File: src/rtl/mult4u_redundant_sched_if.sv
// Bundle of requester, shared-multiplier and response signals for mult4u_redundant_sched.
// The slave side belongs to the scheduler; the master side belongs to its surroundings.
interface mult4u_redundant_sched_if #(
  parameter int CNT_W = 8
);
  logic [1:0]       req_valid;
  logic [1:0]       req_ready;
  logic [7:0]       req_a;
  logic [7:0]       req_b;
  logic [3:0]       mult_a;
  logic [3:0]       mult_b;
  logic [7:0]       mult_p;
  logic             resp_valid;
  logic             resp_ready;
  logic             resp_id;
  logic [7:0]       resp_prod;
  logic             resp_err;
  logic [CNT_W-1:0] fault_cnt;

  modport slave (
    input  req_valid, req_a, req_b, mult_p, resp_ready,
    output req_ready, mult_a, mult_b, resp_valid, resp_id, resp_prod, resp_err, fault_cnt
  );

  modport master (
    output req_valid, req_a, req_b, mult_p, resp_ready,
    input  req_ready, mult_a, mult_b, resp_valid, resp_id, resp_prod, resp_err, fault_cnt
  );
endinterface

File: src/rtl/mult4u_redundant_sched.sv
// Round-robin scheduler sharing one 4x4 multiplier between two requesters; every product
// is computed as A*B and again as B*A, with mismatches retried and counted.
module mult4u_redundant_sched #(
  parameter int MAX_RETRY = 2,
  parameter int CNT_W     = 8
) (
  input logic                      clk,
  input logic                      rst,
  mult4u_redundant_sched_if.slave  bus
);

  typedef enum logic [2:0] {S_IDLE, S_P1, S_P2, S_CMP, S_RESP} state_t;

  localparam logic [2:0] MAX_R = 3'(MAX_RETRY);

  state_t           r_state;
  state_t           w_next;
  logic             r_ptr;
  logic             r_id;
  logic [3:0]       r_opa;
  logic [3:0]       r_opb;
  logic [7:0]       r_p1;
  logic [7:0]       r_p2;
  logic [2:0]       r_retry;
  logic             r_err;
  logic [CNT_W-1:0] r_fault_cnt;

  logic       w_gnt_vld;
  logic       w_gnt_id;
  logic       w_mismatch;
  logic       w_can_retry;
  logic [1:0] w_req_ready;
  logic [3:0] w_mult_a;
  logic [3:0] w_mult_b;
  logic       w_resp_valid;

  // The pointer requester wins a tie; otherwise whichever one is valid
  assign w_gnt_vld   = |bus.req_valid;
  assign w_gnt_id    = bus.req_valid[r_ptr] ? r_ptr : ~r_ptr;
  assign w_mismatch  = (r_p1 != r_p2);
  assign w_can_retry = (r_retry < MAX_R);

  // Next-state logic, accept strobe and multiplier operand steering
  always_comb begin
    w_next      = r_state;
    w_req_ready = 2'b00;
    w_mult_a    = 4'd0;
    w_mult_b    = 4'd0;
    case (r_state)
      S_IDLE: begin
        if (w_gnt_vld && !rst) begin
          w_req_ready = w_gnt_id ? 2'b10 : 2'b01;
          w_next      = S_P1;
        end else begin
          w_next = S_IDLE;
        end
      end
      S_P1: begin
        w_mult_a = r_opa;
        w_mult_b = r_opb;
        w_next   = S_P2;
      end
      S_P2: begin
        w_mult_a = r_opb;
        w_mult_b = r_opa;
        w_next   = S_CMP;
      end
      S_CMP: begin
        if (w_mismatch && w_can_retry) begin
          w_next = S_P1;
        end else begin
          w_next = S_RESP;
        end
      end
      S_RESP: begin
        if (bus.resp_ready) begin
          w_next = S_IDLE;
        end else begin
          w_next = S_RESP;
        end
      end
      default: w_next = S_IDLE;
    endcase
  end

  // State register plus operand, product, retry and fault bookkeeping
  always_ff @(posedge clk) begin
    if (rst) begin
      r_state     <= S_IDLE;
      r_ptr       <= 1'b0;
      r_id        <= 1'b0;
      r_opa       <= 4'd0;
      r_opb       <= 4'd0;
      r_p1        <= 8'd0;
      r_p2        <= 8'd0;
      r_retry     <= 3'd0;
      r_err       <= 1'b0;
      r_fault_cnt <= {CNT_W{1'b0}};
    end else begin
      r_state <= w_next;
      case (r_state)
        S_IDLE: begin
          if (w_gnt_vld) begin
            r_opa   <= w_gnt_id ? bus.req_a[7:4] : bus.req_a[3:0];
            r_opb   <= w_gnt_id ? bus.req_b[7:4] : bus.req_b[3:0];
            r_id    <= w_gnt_id;
            r_retry <= 3'd0;
            r_err   <= 1'b0;
          end
        end
        S_P1: r_p1 <= bus.mult_p;
        S_P2: r_p2 <= bus.mult_p;
        S_CMP: begin
          // err is only set once the retry budget is spent without agreement
          r_err <= w_mismatch && !w_can_retry;
          if (w_mismatch) begin
            if (r_fault_cnt != {CNT_W{1'b1}}) begin
              r_fault_cnt <= r_fault_cnt + CNT_W'(1);
            end
            if (w_can_retry) begin
              r_retry <= r_retry + 3'd1;
            end
          end
        end
        S_RESP: begin
          if (bus.resp_ready) begin
            r_ptr <= ~r_id;
          end
        end
        default: r_retry <= 3'd0;
      endcase
    end
  end

  assign w_resp_valid  = (r_state == S_RESP);
  assign bus.req_ready = w_req_ready;
  assign bus.mult_a    = w_mult_a;
  assign bus.mult_b    = w_mult_b;
  assign bus.resp_valid = w_resp_valid;
  assign bus.resp_id   = w_resp_valid & r_id;
  assign bus.resp_prod = w_resp_valid ? r_p2 : 8'd0;
  assign bus.resp_err  = w_resp_valid & r_err;
  assign bus.fault_cnt = r_fault_cnt;

endmodule

File: src/flat_wrapper.sv
// flat-port wrapper written by rule: the top's interface ports become plain ports
module mult4u_redundant_sched_flat 
#(
  parameter int MAX_RETRY = 2,
  parameter int CNT_W     = 8
)
  (clk, rst, bus_req_valid, bus_req_a, bus_req_b, bus_mult_p, bus_resp_ready, bus_req_ready, bus_mult_a, bus_mult_b, bus_resp_valid, bus_resp_id, bus_resp_prod, bus_resp_err, bus_fault_cnt);
  mult4u_redundant_sched_if #(.CNT_W(CNT_W)) bus_i ();
  input logic clk;
  input logic rst;
  input wire logic [$bits(bus_i.req_valid)-1:0] bus_req_valid;
  input wire logic [$bits(bus_i.req_a)-1:0] bus_req_a;
  input wire logic [$bits(bus_i.req_b)-1:0] bus_req_b;
  input wire logic [$bits(bus_i.mult_p)-1:0] bus_mult_p;
  input wire logic [$bits(bus_i.resp_ready)-1:0] bus_resp_ready;
  output wire logic [$bits(bus_i.req_ready)-1:0] bus_req_ready;
  output wire logic [$bits(bus_i.mult_a)-1:0] bus_mult_a;
  output wire logic [$bits(bus_i.mult_b)-1:0] bus_mult_b;
  output wire logic [$bits(bus_i.resp_valid)-1:0] bus_resp_valid;
  output wire logic [$bits(bus_i.resp_id)-1:0] bus_resp_id;
  output wire logic [$bits(bus_i.resp_prod)-1:0] bus_resp_prod;
  output wire logic [$bits(bus_i.resp_err)-1:0] bus_resp_err;
  output wire logic [$bits(bus_i.fault_cnt)-1:0] bus_fault_cnt;
  assign bus_i.req_valid = bus_req_valid;
  assign bus_i.req_a = bus_req_a;
  assign bus_i.req_b = bus_req_b;
  assign bus_i.mult_p = bus_mult_p;
  assign bus_i.resp_ready = bus_resp_ready;
  assign bus_req_ready = bus_i.req_ready;
  assign bus_mult_a = bus_i.mult_a;
  assign bus_mult_b = bus_i.mult_b;
  assign bus_resp_valid = bus_i.resp_valid;
  assign bus_resp_id = bus_i.resp_id;
  assign bus_resp_prod = bus_i.resp_prod;
  assign bus_resp_err = bus_i.resp_err;
  assign bus_fault_cnt = bus_i.fault_cnt;
  mult4u_redundant_sched #(.MAX_RETRY(MAX_RETRY), .CNT_W(CNT_W)) u_core (.clk(clk), .rst(rst), .bus(bus_i));
endmodule
File: config.mk
export PLATFORM = sky130hd
export DESIGN_NAME = mult4u_redundant_sched_flat
export DESIGN_NICKNAME = d
export VERILOG_FILES = /design/src/rtl/mult4u_redundant_sched_if.sv /design/src/rtl/mult4u_redundant_sched.sv /design/src/flat_wrapper.sv
export SDC_FILE = /design/constraint.sdc
export NUM_CORES = 1
export LEC_CHECK = 0
export ABC_AREA = 1
export ABC_CLOCK_PERIOD_IN_PS = 2550
export CAP_MARGIN = 20
export CORE_MARGIN = 5
export CORE_UTILIZATION = 50
export DETAILED_ROUTE_END_ITERATION = 10
export PLACE_DENSITY = 0.93
export SYNTH_ARGS = -nofsm -noshare
export SYNTH_HDL_FRONTEND = slang
export SYNTH_SLANG_ARGS = --single-unit
File: constraint.sdc
create_clock -name clk -period 2.55 [get_ports clk]
set_clock_uncertainty 0.2 [all_clocks]
set_input_delay 0.255 -clock clk [delete_from_list [all_inputs] [get_ports clk]]
set_output_delay 0.255 -clock clk [all_outputs]
set_load 0.01 [all_outputs]
## After elaboration in Yosys (flattened, before gate mapping)

Cells that the tools add are included.

- Add/subtract/negate cells: 2
- Magnitude comparators: 2
- Equality and inequality tests: 9
- Multiplexer cells: 21
- Bitwise logic cells: 5
- Reduce and logical (&&, ||, !) cells: 14

Operators by type and width:

| cell | number |
|---|---|
| 4-bit one-hot mux with 2 select lines | 2 |
| 3-bit two-way mux | 5 |
| 3-bit one-hot mux with 5 select lines | 1 |
| 3-bit one-hot mux with 3 select lines | 1 |
| 8-bit by 1-bit adder with 8-bit output, second input constant | 1 |
| 4-bit two-way mux | 2 |
| 8-bit two-way mux | 1 |
| 8-bit != test | 1 |
| 8-bit != test, second input constant | 1 |
| 3-bit by 2-bit == test with 1-bit output, second input constant | 2 |
| 2-bit two-way mux | 3 |
| 2-bit by 1-bit != test with 1-bit output, second input constant | 3 |
| 2-bit AND reduction | 3 |
| 1-bit two-way mux | 5 |
| 4-bit AND reduction | 1 |
| 3-bit by 1-bit adder with 3-bit output, second input constant | 1 |
| 3-bit by 1-bit == test with 1-bit output, second input constant | 1 |
| 3-bit == test, second input constant | 1 |
| 1-bit logical AND | 3 |
| 3-bit logical NOT | 1 |
| 3-bit by 2-bit < comparator with 1-bit output, second input constant | 1 |
| 1-bit NOT | 3 |
| 3-bit AND reduction | 1 |
| 3-bit OR reduction | 1 |
| 6 further kinds | 8 |

- Register bits after elaboration: 41
- Bits of input ports: 29
- Output and inout bits: 29
- Word-level logic and storage cells: 63

## Depth between registers and ports, before layout

Gate-level depths: netlist of the first run.

- Depth after elaboration: 6
- Depth in mapped cells: 10
- Gate-level depth less buffers: 10

## Worst setup path before layout of the first run

No wires, ideal clock.

- Path type: flip-flop to flip-flop
- Start point: reg u_core.r_fault_cnt[1] (netlist: u_core.bus.fault_cnt[1])
- End point: reg u_core.r_fault_cnt[1] (netlist: u_core.bus.fault_cnt[1])
- Setup time: 0.116 ns
- Arrival time: 1.253 ns
- Data required time: 2.234 ns
- Slack: 0.981 ns
- Cell stages (with the launch flop): 9
- Buffers on the path: 0
- Clock period less this slack: 1.569 ns
- Path through: dfxtp_1 -> ha_1 -> nand2_1 -> nor2_1 -> a21oi_2 -> nand2_2 -> inv_2 -> nor2_1 -> nor2_1

- Word-level cells in the longest chain between the ends: 2
- Elaborated cells between the ends (all ways): 3
- Those cells by class: add/sub: 1; eq/ne: 1; reduce/logical: 1

RTL lines:

| item | RTL line | text |
|---|---|---|
| start, declared | mult4u_redundant_sched.sv:26 | `logic [CNT_W-1:0] r_fault_cnt;` |
| start signal, assigned | mult4u_redundant_sched.sv:98 | `r_fault_cnt <= {CNT_W{1'b0}};` |
| start signal, assigned | mult4u_redundant_sched.sv:118 | `r_fault_cnt <= r_fault_cnt + CNT_W'(1);` |
| parallel branches: the longest is 2 deep, another holds 8-bit by 1-bit adder with 8-bit output | n/a |  |

Several ways; the timed one is not identified.
A chain may end at the register's enable or synchronous reset.

## Final worst setup path of the first run

- Start point: reg u_core.r_state[1]
- End point: out bus_req_ready[1]

- Word-level cells in the longest chain between the ends: 2

RTL lines:

| item | RTL line | text |
|---|---|---|
| start, declared | mult4u_redundant_sched.sv:16 | `state_t r_state;` |
| start signal, assigned | mult4u_redundant_sched.sv:100 | `r_state <= w_next;` |
| 3-bit logical NOT | mult4u_redundant_sched.sv:49 | `case (r_state)` |
| 2-bit two-way mux | mult4u_redundant_sched.sv:49 |  |
| end, declared | flat_wrapper.sv:16 | `output wire logic [$bits(bus_i.req_ready)-1:0] bus_req_ready;` |

Every way passes these cells.

==> results of run 1 <==
final cells by class:
type	count	area share [%]
Multi-Input combinational cell	201	38.8
Sequential cell	41	29.1
Timing Repair Buffer	62	21.5
Inverter	40	5.41
Clock buffer	6	2.57
Tap cell	50	2.22
Clock inverter	2	0.355
where the power goes:
part,switching (mW),internal (mW),total (mW)
combinational,0.358,0.266,0.624
clock,0.223,0.190,0.413
sequential,0.0717,0.737,0.809
total,0.653,1.19,1.85
state kept, by name, indices dropped and copies added, names as in the netlist:
name	cells
u_core.r_id	1
u_core.r_opa	4
u_core.r_opb	4
u_core.r_state	3
u_core.r_p2	8
u_core.bus.fault_cnt	8
u_core.r_p1	8
u_core.r_err	1
u_core.r_retry	3
u_core.r_ptr	1
path summary, 6_finish.rpt:
check                                    to  slack (ps)
max                        bus_req_ready[1]         130
min             u_core.r_p1[4]$_SDFFE_PP0N_         270
max reg2reg  u_core.r_retry[1]$_SDFFE_PP0P_         860
min reg2reg     u_core.r_p1[4]$_SDFFE_PP0N_         270
metal layers:
layer	track usage (%)	vias to the layer above	routed length, um
met5	0	-	0
met4	7.91	0	100
met3	6.01	11	430
met2	33.4	77	2510
met1	22.8	948	2140
li1	-	1066	-
cells in the mapped netlist (all sizes together):
master  count  area share, %
ha          2            1.2
o21ai      30            7.8
nand3       7            3.4
dfxtp      41             39
nor3        2           0.71
clkbuf      3           0.53
a21oi      37            9.0
a31o        1           0.42
a31oi       1           0.30
a221oi      1           0.42
xor2        6            2.5
nand4       3           0.89
o22ai       8            2.4
nor2       39            8.0
buf         7            2.2
or2         1           0.42
inv        40            7.2
o211ai      1           0.59
xnor2       6            2.5
nand2      56             11
stage by stage:
step	power, mW	cells
after detailed placement	1.43	394
after global routing	1.97	402
after floorplan	1.24	292
final	1.85	402
after CTS	1.84	402
after global placement	1.41	394
tightest hold or removal path, delay by kind of cell (launching register included):
kind                   cells  cell delay [ps]
AOI/OAI and AO/OA          1               50
buffers and inverters      1               60
DFF                        1              310
kinds of logic (layout without fill, tap and decap cells):
group	Yosys count	in the layout	synth area share [%]
fa+ha+maj	2	2	1.19
buf+inv	50	110	9.97
xor+xnor	12	12	4.99
flops	41	41	38.9
compound gates	79	79	20.9
simple gates	108	108	24.0
repair_timing:
item | 4_1_cts | 5_1_grt
endpoints found under the hold margin | 0 | 0
buffers inserted | 0 | 0
gates resized for setup | 0 | 4
endpoints found under the setup margin | 0 | 9
==> results by group, run 1 <==
Cells and area
  • Area grow syn2layout: 33.9%
  • Finished Cell Area: about 2800 um^2
  • Layout cell share with drive strength beyond 1: 9.38%
  • Commonest non-fill, non-tap cell in the layout: clkdlybuf4s50_1
  • Post-Route Utilization: 69.6%
  • Fill cell count: 319
  • Most frequent cells in the layout: clkdlybuf4s50_1, nand2_1, dfxtp_1
  • Nets: 382
  • Antenna diode count: 0
  • Multi-input gate area: 1100 um^2
  • Seq. cell area: 821 um^2

Place
  • DP HPWL: 3820 um
  • PortBufs: 57
  • DP Area: between 2000 and 3000 um^2
  • Dpl ws: 62.0 ps
  • Routability cong.: between 0.8 and 0.9

Power and ir drop
  • Pleak: 1.12 nW
  • Worst vdd rail ir drop: 0.000353 V
  • PwrDens: between 600 and 700 nW/um^2

Die
  • Total die area: 5620 um^2
  • Starting density of the core: about half
  • I/O pin count: 58
  • Cell Rows: 23
  • Die width: 74.9 um
  • Die H: ~75 um
  • Placeable Area: 4060 um^2

Synth
  • Yosys cell types: 32
  • Syn Inst Count: 292
  • Synth Area per Inst: 7.22 um^2
  • Post-synthesis sequential area ratio: 38.9%
  • #FFs+latches synth: 41
  • Ys Warns: 0
  • Syn_nets: 323
  • Synthesized area: roughly 2100 um^2

Clocking
  • CTS buffer count: 5
  • H-tree Lvls: 2
  • Worst-Skew Late Latency: roughly 300 ps
  • Max Buffers Root-to-Sink: 2
  • Hold buffer count at cts: 0
  • Root buf cell: clkbuf_8
  • CTS tree: done
  • Total clock sinks: 41
  • Worst-path clk slew: 80 ps

Hold path
  • Hold crit path type: reg2reg
  • Worst Hold Depth: 2
  • Min-delay src: u_core.r_p1[4]$_SDFFE_PP0N_

Timing
  • Slew Viols, Final: 0
  • Fin worst setup slack: 131 ps
  • Hold Slack: 271 ps
  • RSZ-0062 raised after global routing: no
  • Fmax: 413 MHz
  • Slew HR: 78.1%
  • Fin crit period: roughly 2400 ps
  • Setup_tns: 0 ps
  • Final hold violation count: 0
  • Setup violations, final: 0
  • Worst slew pin tran: 328 ps
  • Final period util: 94.9%

Routing
  • Drt drc: 0
  • ANT nets after route: 0
  • DR vias/cell: approximately 5.2
  • Vias: 2,102
  • Wirelength per Cell: 12.9 um
  • Initial DRC Count: between 100 and 150
  • Routed wire length: 5180 um
  • Drt pass-1 iters: 5

Global routing
  • Pin count of the biggest net entering global routing: 33
  • GR Overflow Total: 0
  • Vias in the first global route: 1,942
  • First-pass GRT wire length: 8380 um
  • Initial antenna violation count: 0
  • GRT Overall Usage: approximately a fifth

Setup path
  • CP required: 2100 ps
  • Startpoint Class: flop
  • CP Data Arrival Time: 1960 ps
  • CP peak stage delay: 550 ps
  • Reg2reg path depth: 9
  • CP Class: reg2out
  • CP startpoint: u_core.r_state[1]$_SDFF_PP0_
  • Most used cell, CP: nor2_4
  • Setup crit end kind: primary output
  • Delay-heaviest family, CP: buffers and inverters
  • Crit path depth: 7
  • Slowest cell on the critical path: clkdlybuf4s50_1
  • Crit path buffers/inverters: 2
  • Critical register-to-register path startpoint: u_core.r_state[1]$_SDFF_PP0_
  • Cells along the critical path: or2_4, nor2_4, nand2_4, inv_4, nand2_2, nor2_4, clkdlybuf4s50_1
  • Worst-path fanout max: 10

Run status
  • Outcome: finished clean

Job
  • Max-cap violations: 0
Power figures use the tool's default switching activity.
==> run 2, diff against run 1 <==
--- a/config.mk
+++ b/config.mk
@@ -9,9 +9,9 @@
 export ABC_CLOCK_PERIOD_IN_PS = 2550
 export CAP_MARGIN = 20
 export CORE_MARGIN = 5
-export CORE_UTILIZATION = 50
+export CORE_UTILIZATION = 51
 export DETAILED_ROUTE_END_ITERATION = 10
-export PLACE_DENSITY = 0.93
+export PLACE_DENSITY = 0.94
 export SYNTH_ARGS = -nofsm -noshare
 export SYNTH_HDL_FRONTEND = slang
 export SYNTH_SLANG_ARGS = --single-unit
==> run 2 against run 1 <==
  * Non-clock buffer count stayed put
  * Register-to-register slack hardly changed
  * First-iteration DRC count is 28% lower
  * Highest routed layer unchanged
  * Worst setup slack better by 13 ps
  * Combinational power hardly changed
  * Total power is 11% higher
  * Utilization is 2.3 points higher
  * Critical path depth stayed put
  * Die area is 1.7% lower
  * Clock power is 50% higher
  * Via count is 1.6% lower
  * Hold slack better by 0.80 ps
==> results by group, run 2 (synthesis results as in run 1) <==
Run status
  • Outcome: finished clean (unchanged)

Routing
  • Routed wire length: 5150 um (was 5180 um)
  • Vias: 2,069 (was 2,102)
  • Drt drc: 0 (unchanged)
  • ANT nets after route: 0 (unchanged)
  • Initial DRC Count: 105 (was 146)
  • DR vias/cell: 5.15 (was 5.23)
  • Wirelength per Cell: 12.8 um (was 12.9 um)
  • Drt pass-1 iters: 4 (was 5)

Clocking
  • Worst-Skew Late Latency: 300 ps (about the same)
  • Cts repair resizes: 0 (unchanged)
  • Hold buffer count at cts: 0 (unchanged)
  • Root buf cell: clkbuf_8 (unchanged)
  • Worst-path clk slew: 80 ps (about the same)
  • Post-CTS setup buffers: 0 (unchanged)
  • Total clock sinks: 41 (unchanged)
  • CTS buffer count: 5 (unchanged)
  • Max Buffers Root-to-Sink: 2 (unchanged)
  • H-tree Lvls: 2 (unchanged)
  • CTS tree: done (unchanged)

Cells and area
  • Fill cell count: 328 (was 319)
  • Layout cell share with drive strength beyond 1: 9.66% (was 9.38%)
  • Commonest non-fill, non-tap cell in the layout: clkdlybuf4s50_1 (unchanged)
  • Seq. cell area: 821 um^2 (unchanged)
  • Nets: 382 (unchanged)
  • Finished Cell Area: 2870 um^2 (was 2820 um^2)
  • Most frequent cells in the layout: clkdlybuf4s50_1, nand2_1, dfxtp_1 (unchanged)
  • Antenna diode count: 0 (unchanged)
  • Area grow syn2layout: 36.3% (was 33.9%)
  • Multi-input gate area: 1100 um^2 (unchanged)

Die
  • Total die area: 5520 um^2 (was 5620 um^2)
  • Die width: 74.3 um (was 74.9 um)
  • Placeable Area: 4000 um^2 (was 4060 um^2)
  • I/O pin count: 58 (unchanged)
  • Cell Rows: 23 (unchanged)
  • Die H: 74.3 um (was 74.9 um)
  • Starting density of the core: 52.7% (was 52.0%)

Power and ir drop
  • Worst vdd rail ir drop: 0.000465 V (was 0.000353 V)
  • PwrDens: 713 nW/um^2 (was 654 nW/um^2)
  • Pleak: 1.14 nW (was 1.12 nW)
  • Total Power: 2.05 mW (was 1.85 mW)

Global routing
  • Initial antenna violation count: 0 (unchanged)
  • GRT Overall Usage: 20.0% (was 19.6%)
  • Vias in the first global route: 2,037 (was 1,942)
  • First-pass GRT wire length: 8650 um (was 8380 um)
  • Pin count of the biggest net entering global routing: 33 (unchanged)
  • GR Overflow Total: 0 (unchanged)

Timing
  • Hold Slack: 272 ps (was 271 ps)
  • Setup violations, final: 0 (unchanged)
  • RSZ-0062 raised after global routing: no (unchanged)
  • Fmax: 416 MHz (was 413 MHz)
  • Fin crit period: 2410 ps (was 2420 ps)
  • Slew HR: 80.3% (was 78.1%)
  • Final period util: 94.3% (was 94.9%)
  • Worst slew pin tran: 295 ps (was 328 ps)
  • Final hold violation count: 0 (unchanged)
  • Setup_tns: 0 ps (unchanged)
  • Slew Viols, Final: 0 (unchanged)

Setup path
  • Most used cell, CP: nor2_4 (unchanged)
  • CP peak stage delay: 550 ps (about the same)
  • Setup crit end kind: primary output (unchanged)
  • FF-to-FF setup slack: 860 ps (about the same)
  • CP Data Arrival Time: 1950 ps (was 1960 ps)
  • Cells along the critical path: or2_4, nor2_4, nand2_4, inv_4, nand2_2, nor2_4, clkdlybuf4s50_1 (unchanged)
  • Startpoint Class: flop (unchanged)
  • CP Class: reg2out (unchanged)
  • CP required: 2100 ps (about the same)
  • Crit path buffers/inverters: 2 (unchanged)
  • Delay-heaviest family, CP: buffers and inverters (unchanged)
  • Worst-path fanout max: 10 (unchanged)
  • Slowest cell on the critical path: clkdlybuf4s50_1 (unchanged)

Place
  • Routability cong.: 0.841 (was 0.835)
  • PortBufs: 57 (unchanged)
  • DP HPWL: 3780 um (was 3820 um)
  • DP Area: 2720 um^2 (unchanged)

Job
  • Max-cap violations: 0 (unchanged)

Hold path
  • Hold crit path type: reg2reg (unchanged)
run 2: changes by cell type in the layout (fill, tap and decap cells not counted):
cell       previous run  this run
bufinv_16             0         2
clkbuf_1              1         0
clkinv_2              2         1
run 2: cell type report:
cell class	instances	share of cell area, %
clock inverters	3	2.26
inverters	40	5.31
clock buffers	5	2.39
multi-input cells	201	38.1
flip-flops and latches	41	28.6
well taps	50	2.18
repair buffers	62	21.2
run 2: through the flow:
stage	instances	util, %	setup slack [ps]
after floorplan	292	-	981
after global placement	394	68.0	122
after detailed placement	394	68.0	103
after CTS	402	71.4	60.8
after global routing	402	71.8	30.0
final	402	71.8	144
run 2: final timing paths:
check	startpoint	to	cells past startpoint
max	u_core.r_state[1]$_SDFF_PP0_	bus_req_ready[1]	7
min	u_core.r_p1[1]$_SDFFE_PP0N_	u_core.r_p1[1]$_SDFFE_PP0N_	2
max reg2reg	u_core.bus.fault_cnt[1]$_SDFFE_PP0P_	u_core.bus.fault_cnt[1]$_SDFFE_PP0P_	8
min reg2reg	u_core.r_p1[1]$_SDFFE_PP0N_	u_core.r_p1[1]$_SDFFE_PP0N_	2
run 2: tightest hold or removal path, stage by stage (launching register included):
cell and delay (ps):
dfxtp_1 310, inv_1 60, a21oi_1 50
run 2: routing by layer:
layer  part of all wire, %  global-route usage, %
met1                    43                   23.6
met2                    48                   33.9
met3                   7.1                   5.41
met4                   2.0                   9.09
met5                     0                      0
run 2: power breakdown:
part | switching [mW] | internal, mW
combinational | 0.359 | 0.266
clock | 0.229 | 0.389
sequential | 0.0685 | 0.737
total | 0.657 | 1.39
==> run 3, diff against run 2 <==
--- a/config.mk
+++ b/config.mk
@@ -7,7 +7,6 @@
 export LEC_CHECK = 0
 export ABC_AREA = 1
 export ABC_CLOCK_PERIOD_IN_PS = 2550
-export CAP_MARGIN = 20
 export CORE_MARGIN = 5
 export CORE_UTILIZATION = 51
 export DETAILED_ROUTE_END_ITERATION = 10
==> results of run 3 <==
The final DEF is identical to that of run 2; final timing and power are the same.
